`src/rtl/sram_like_arbiter.sv`:
```
//------------------------------------------------------------------------------
// Module : sram_like_arbiter
// Merges inst/data sram-like ports onto one master port and routes responses back.
// Rev    : 1.0  initial release
//------------------------------------------------------------------------------
`default_nettype none

module sram_like_arbiter #(
  parameter int MAX_OUTSTANDING = 2,
  parameter int STARVE_LIMIT    = 4
) (
  input  logic        clk,
  input  logic        rst,

  input  logic        inst_req,
  input  logic        inst_wr,
  input  logic [1:0]  inst_size,
  input  logic [31:0] inst_addr,
  input  logic [31:0] inst_wdata,
  output logic        inst_addr_ok,
  output logic        inst_data_ok,
  output logic [31:0] inst_rdata,

  input  logic        data_req,
  input  logic        data_wr,
  input  logic [1:0]  data_size,
  input  logic [31:0] data_addr,
  input  logic [31:0] data_wdata,
  output logic        data_addr_ok,
  output logic        data_data_ok,
  output logic [31:0] data_rdata,

  output logic        m_req,
  output logic        m_wr,
  output logic [1:0]  m_size,
  output logic [31:0] m_addr,
  output logic [31:0] m_wdata,
  input  logic        m_addr_ok,
  input  logic        m_data_ok,
  input  logic [31:0] m_rdata
);

  localparam int C_PTR_W = (MAX_OUTSTANDING > 1) ? $clog2(MAX_OUTSTANDING) : 1;
  localparam int C_CNT_W = $clog2(MAX_OUTSTANDING + 1);
  localparam int C_STV_W = $clog2(STARVE_LIMIT + 1);

  localparam logic [C_PTR_W-1:0] C_PTR_LAST = C_PTR_W'(MAX_OUTSTANDING - 1);
  localparam logic [C_CNT_W-1:0] C_FULL_CNT = C_CNT_W'(MAX_OUTSTANDING);
  localparam logic [C_STV_W-1:0] C_STV_MAX  = C_STV_W'(STARVE_LIMIT);

  // Owner bit per outstanding transaction: 1 = data port, 0 = inst port.
  logic [MAX_OUTSTANDING-1:0] r_owner;
  logic [C_PTR_W-1:0]         r_wptr;
  logic [C_PTR_W-1:0]         r_rptr;
  logic [C_CNT_W-1:0]         r_count;
  logic [C_STV_W-1:0]         r_starve;

  logic w_full;
  logic w_empty;
  logic w_starved;
  logic w_sel_data;
  logic w_sel_inst;
  logic w_accept;
  logic w_push;
  logic w_pop;
  logic w_head_owner;
  logic [C_PTR_W-1:0] w_wptr_nxt;
  logic [C_PTR_W-1:0] w_rptr_nxt;

  assign w_full    = (r_count == C_FULL_CNT);
  assign w_empty   = (r_count == '0);
  assign w_starved = (r_starve == C_STV_MAX);

  // Data normally wins; a starved waiting inst request overrides it.
  assign w_sel_data = data_req & ~(inst_req & w_starved);
  assign w_sel_inst = inst_req & ~w_sel_data;

  assign m_req = (inst_req | data_req) & ~w_full;

  always_comb begin
    m_wr    = 1'b0;
    m_size  = 2'd0;
    m_addr  = 32'd0;
    m_wdata = 32'd0;
    if (w_sel_data) begin
      m_wr    = data_wr;
      m_size  = data_size;
      m_addr  = data_addr;
      m_wdata = data_wdata;
    end else if (w_sel_inst) begin
      m_wr    = inst_wr;
      m_size  = inst_size;
      m_addr  = inst_addr;
      m_wdata = inst_wdata;
    end
  end

  assign w_accept     = m_addr_ok & m_req;
  assign data_addr_ok = w_accept & w_sel_data;
  assign inst_addr_ok = w_accept & w_sel_inst;
  assign w_push       = w_accept;

  // A response with nothing outstanding is dropped; pop looks at pre-push state.
  assign w_pop        = m_data_ok & ~w_empty;
  assign w_head_owner = r_owner[r_rptr];
  assign data_data_ok = w_pop & w_head_owner;
  assign inst_data_ok = w_pop & ~w_head_owner;
  assign inst_rdata   = m_rdata;
  assign data_rdata   = m_rdata;

  assign w_wptr_nxt = (r_wptr == C_PTR_LAST) ? '0 : r_wptr + C_PTR_W'(1);
  assign w_rptr_nxt = (r_rptr == C_PTR_LAST) ? '0 : r_rptr + C_PTR_W'(1);

  always_ff @(posedge clk or negedge rst) begin
    if (!rst) begin
      r_owner <= '0;
      r_wptr  <= '0;
      r_rptr  <= '0;
      r_count <= '0;
    end else begin
      if (w_push) begin
        r_owner[r_wptr] <= w_sel_data;
        r_wptr          <= w_wptr_nxt;
      end
      if (w_pop) begin
        r_rptr <= w_rptr_nxt;
      end
      case ({w_push, w_pop})
        2'b10:   r_count <= r_count + C_CNT_W'(1);
        2'b01:   r_count <= r_count - C_CNT_W'(1);
        default: r_count <= r_count;
      endcase
    end
  end

  always_ff @(posedge clk or negedge rst) begin
    if (!rst) begin
      r_starve <= '0;
    end else if (!inst_req || inst_addr_ok) begin
      r_starve <= '0;
    end else if (data_addr_ok && !w_starved) begin
      r_starve <= r_starve + C_STV_W'(1);
    end
  end

endmodule

`default_nettype wire
```
`config.mk`:
```
export PLATFORM = sky130hd
export DESIGN_NAME = sram_like_arbiter
export DESIGN_NICKNAME = d
export VERILOG_FILES = /design/src/rtl/sram_like_arbiter.sv
export SDC_FILE = /design/constraint.sdc
export NUM_CORES = 1
export LEC_CHECK = 0
export ABC_AREA = 1
export CAP_MARGIN = 0
export CORE_AREA = 2 2 121 123
export CTS_CLUSTER_SIZE = 16
export DETAILED_ROUTE_END_ITERATION = 6
export DIE_AREA = 0 0 123 125
export SLEW_MARGIN = 30
export SYNTH_ARGS = -nofsm -noshare
export SYNTH_HDL_FRONTEND = slang
export SYNTH_SLANG_ARGS = --single-unit
```
`constraint.sdc`:
```
create_clock -name clk -period 2 [get_ports clk]
set_input_delay 0.3 -clock clk [delete_from_list [all_inputs] [get_ports clk]]
set_output_delay 0.3 -clock clk [all_outputs]
set_load 0.05 [all_outputs]
```
* Yosys cells after proc, flatten, opt, wreduce, memory -nomap -nowiden
Index checks and enable logic that the tools add are counted.
Word-level totals: bits in registers 9, input bits 172
Operators by class: add/sub/neg operators 5, order comparisons 3, eq/ne operators 4, muxes and demuxes 18, bitwise operators 16, reduce and logical (&&, ||, !) cells 8
Operators with widths (count):
- 32-bit two-way mux | 4
- 1-bit bitwise AND | 10
- 1-bit two-way mux | 7
- 3-bit two-way mux | 2
- 1-bit inverter | 5
- 2-bit == test (second input constant) | 2
- 1-bit by 2-bit less-than comparator with 1-bit output (second input constant) | 2
- 2-bit two-way mux | 2
- 2-bit one-hot mux with 2 select lines | 1
- 2-bit nonzero test | 2
- 3-bit by 1-bit adder with 3-bit output (second input constant) | 1
- 3-bit == test (second input constant) | 1
- 1-bit adder (second input constant) | 2
- 2-bit by 1-bit adder with 2-bit output (second input constant) | 1
- 2-bit bitwise mux | 1
- 2-bit by 1-bit == test with 1-bit output (second input constant) | 1
- 1-bit logical AND | 2
- 1-bit logical NOT | 2
- 2-bit logical NOT | 1
- 2-bit by 1-bit subtractor with 2-bit output (second input constant) | 1
- 1-bit demux with 1-bit select | 1
- 1-bit >= comparator (second input constant) | 1
- 1-bit logical OR | 1
- 1-bit OR | 1

* Depth between registers and ports, before layout
depth in word-level cells 9, mapped depth 9, depth with buffers taken out 7

* Worst setup path before layout
Ideal clock, no wire load.
path type register -> output, start point register r_starve[0], end point output port inst_addr_ok, data arrival time 2.050 ns, data required time 1.700 ns, path slack -0.350 ns, stages on the path, launching flop included 8, path buffers 1, path through dfrtp_1 > inv_1 > ha_1 > nand3_2 > nand2_4 > inv_2 > buf_2 > nor3_1
On the way: cells in the longest elaborated chain, start to end 7
RTL lines:
- start, declared | line 56 | logic [C_STV_W-1:0] r_starve;
- start signal, assigned | line 142 | r_starve <= r_starve + C_STV_W'(1);
- 3-bit == test | line 72 | assign w_starved = (r_starve == C_STV_MAX);
- 1-bit bitwise AND | line 75 | assign w_sel_data = data_req & ~(inst_req & w_starved);
- 1-bit inverter | line 75
- 1-bit bitwise AND | line 75
- 1-bit inverter | line 76 | assign w_sel_inst = inst_req & ~w_sel_data;
- 1-bit bitwise AND | line 76
- 1-bit bitwise AND | line 100 | assign inst_addr_ok = w_accept & w_sel_inst;
- end, declared | line 20 | output logic inst_addr_ok,
Every way passes these cells.

* Worst setup path in the final report
start point register r_starve[0], end point output port m_addr[13]
On the way: cells in the longest elaborated chain, start to end 8
RTL lines:
- 3-bit == test (*) | line 72
- 1-bit bitwise AND (*) | line 75
- 1-bit inverter (*) | line 75
- 1-bit bitwise AND (*) | line 75
- 1-bit inverter | line 76
- 1-bit bitwise AND | line 76
- 32-bit two-way mux | line 90 | end else if (w_sel_inst) begin
- 32-bit two-way mux (*) | line 85 | if (w_sel_data) begin
- end, declared | line 36 | output logic [31:0] m_addr,
Mark *: on every way between the ends. The rest lies on a longest branch, timed or not.

==> metrics.cfg <==
[setup_path]
cp_slowest_cell=dfrtp_1
crit_path_end_kind=output pin
crit_top_cell=buf_12
crit_path_cell_trace=inv_1, ha_2, nand3_4, nand2_8, buf_12, clkbuf_16, nand3_1, nand2_2, buf_12
cp_max_fo=5
crit_buf_inv=4
critical_path_class=register to output pin
reg2reg_slack_ps=280
slowest_delay_ps=360
cp.required_ps=1700
worstSetupStartpointType=register
crit_arrival_ps=1730
critical-path-top-delay-family=buffers and inverters

[yosys]
post-synth-top-area-fraction_pct=27.86
synth_compound_area_share_pct=1.781
synthMuxAreaShare_pct=0
syn_nets=522
synth_area_per_cell_sq_um=5.668
synth.largest_area_cell=nand2_1
synthCells=347
yosys_warnings=0
yosysUniqueCellTypes=22
seq_area_frac_synth_pct=11.45
synth_xor_area_share_pct=2.226
synthAdderAreaFrac_pct=1.908
synth-simple-area-share_pct=49.49
synth.area.top_cells=nand2_1, buf_4, nand3_1
netlist_area_sq_mm=0.001967
synth_top_family_by_area=simple AND/OR/NAND/NOR gates
synth_seq_cells=9

[die]
fp.dieW_microns=123
start_util_pct=13.85
core_area_sq_mm=0.01420
die_h_microns=125
io_pins=308
rows=44
die_area_sq_mm=0.01538

[status]
violations=negative setup slack
outcome=finished with violations

[sta]
max_freq_ghz=0.4924
setup_viol=15
fin_crit_ps=2031
hold_viol_final=0
rsz0062_at_grt=true
slew-limit-headroom_pct=63.50
tns_ps=-204.9
fin_crit_sh_pct=101.5
setup_slack_ps=-30.75
fin_hold_ws_ps=365.9
worst_slew_pin_slew_ps=547.6
maxSlewViolCount=0
finalClockSkew_ps=2.334

[clock_tree]
postCtsHoldBufs=0
clock_latency_ps=240
h-tree-depth=1
cts_tree=yes
root_buffer=clkbuf_16
cts.sinks=9
cts.reportedPaths.clkPinSlew_ps=40
cts_buffers=3
clock_path_buffers=2

[route]
via_per_inst=4.015
finalWirelength_microns=10480
wire_per_inst_microns=15.42
drt-initial-drc-count=72
vias=2730
remaining_drc_errors=0
final_antenna_net_count=0
dr.pass1.iters=4

[grt]
grt-ovfl-total=0
grt_usage_pct=12.05
antenna_found_initial=0
grt_max_degree=48
grt_pass1_wl_microns=14300
grt_pass1_vias=2789

[place]
place_area_sq_mm=0.004529
dp_cells=664
hpwl_microns=7462
gp_congestion=0.7016
io_buffers=211

[pwr]
switching_share_pct=42.37
p_leak_nw=2.251
seqPwrFrac_pct=11.8
p_comb_share_pct=74.4
power.density_mw_per_mm2=515.1
p_int_mw=1.479
vdd.ir_drop.worst_mv=0.2587
clkPwrFrac_pct=13.8
switchingPower_mw=1.087

[cells_and_area]
stdcell_count=680
fillers=1467
area_delta_synth_final_pct=153.3
fin_area_sq_mm=0.004982
most-common-layout-cells=clkdlybuf4s50_1, nand2_1, buf_12
final_common_cell=clkdlybuf4s50_1
nets=671
drive_gt1_share_pct=28.48

[run]
maxCapViolCount=0

[hold_path]
hold_class=input pin to asynchronous set/reset pin

per-layer routing:
layer | share of wire [%] | vias up | global-route usage (%)
met4 | 2.1 | 0 | 3.610
met5 | 0 | - | 0
met2 | 50 | 175 | 21.48
met1 | 37 | 1204 | 12.71
li1 | - | 1326 | -
met3 | 12 | 25 | 5.155
power by group through the flow:
stage               registers (mW)  clock network [mW]  logic (mW)
finish                       0.302               0.354        1.91
global route                 0.312               0.382        2.02
CTS                          0.304               0.361        1.88
detailed placement           0.308                   0        1.82
global placement             0.307                   0        1.81
floorplan                    0.293                   0        1.19
sequential cells by signal (all words and copies together), names as in the netlist:
signal and flops:
r_count 2, r_owner 2, r_rptr 1, r_starve 3, r_wptr 1
synthesized netlist by cell type (all sizes together):
| cell type | n |
|---|---|
| a21oi | 1 |
| and2 | 1 |
| buf | 81 |
| clkbuf | 5 |
| dfrtp | 9 |
| ha | 3 |
| inv | 11 |
| nand2 | 147 |
| nand3 | 71 |
| nor2 | 6 |
| nor3 | 1 |
| o21ai | 6 |
| xnor2 | 3 |
| xor2 | 2 |
metrics by stage:
| step | worst slack (ps) | total power, mW | util [%] |
|---|---|---|---|
| after floorplan | 84.79 | 1.479 | - |
| after global placement | 87.87 | 2.116 | 31.89 |
| after detailed placement | 60.92 | 2.129 | 31.89 |
| after CTS | -15.11 | 2.547 | 33.69 |
| after global routing | -123.1 | 2.712 | 35.06 |
| final | -30.75 | 2.566 | 35.08 |
kinds of logic (layout without fill, tap and decap cells):
group,Yosys count,count (layout)
AOI/OAI and AO/OA,7,7
and+or+nand+nor,226,226
adders and majority gates,3,3
other,0,1
DFF,9,9
buffers and inverters,97,245
xor gates and xnor gates,5,5
area by class of cell:
class	instances	area (sq um)	share of cell area [%]
clock buffer	4	78.83	1.582
tap	184	230.2	4.621
inverter	11	46.29	0.9292
sequential	9	225.2	4.520
multi-input combinational	241	1232	24.74
antenna	1	2.502	0.05023
timing repair buffer	230	3167	63.56
final timing paths:
check | start | endpoint | depth (start not counted)
setup / recovery | r_starve[0] | m_addr[13] | 9
hold / removal | rst | r_starve[0] | 1
setup reg to reg | r_count[0] | r_count[1] | 6
hold reg to reg | r_owner[0] | r_owner[0] | 2
max in group asynchronous | rst | r_count[1] | 1
min in group clk | inst_req | r_starve[0] | 3
what timing repair did:
item | in CTS | in global routing
endpoints found under the hold margin | 0 | 0
setup endpoints to repair | 38 | 68
gates resized for setup | 26 | 21
cloned | 3 | 5
pin swaps | 1 | 9
setup buffers | 3 | 0
No activity file was read; power rests on OpenSTA's default activity.
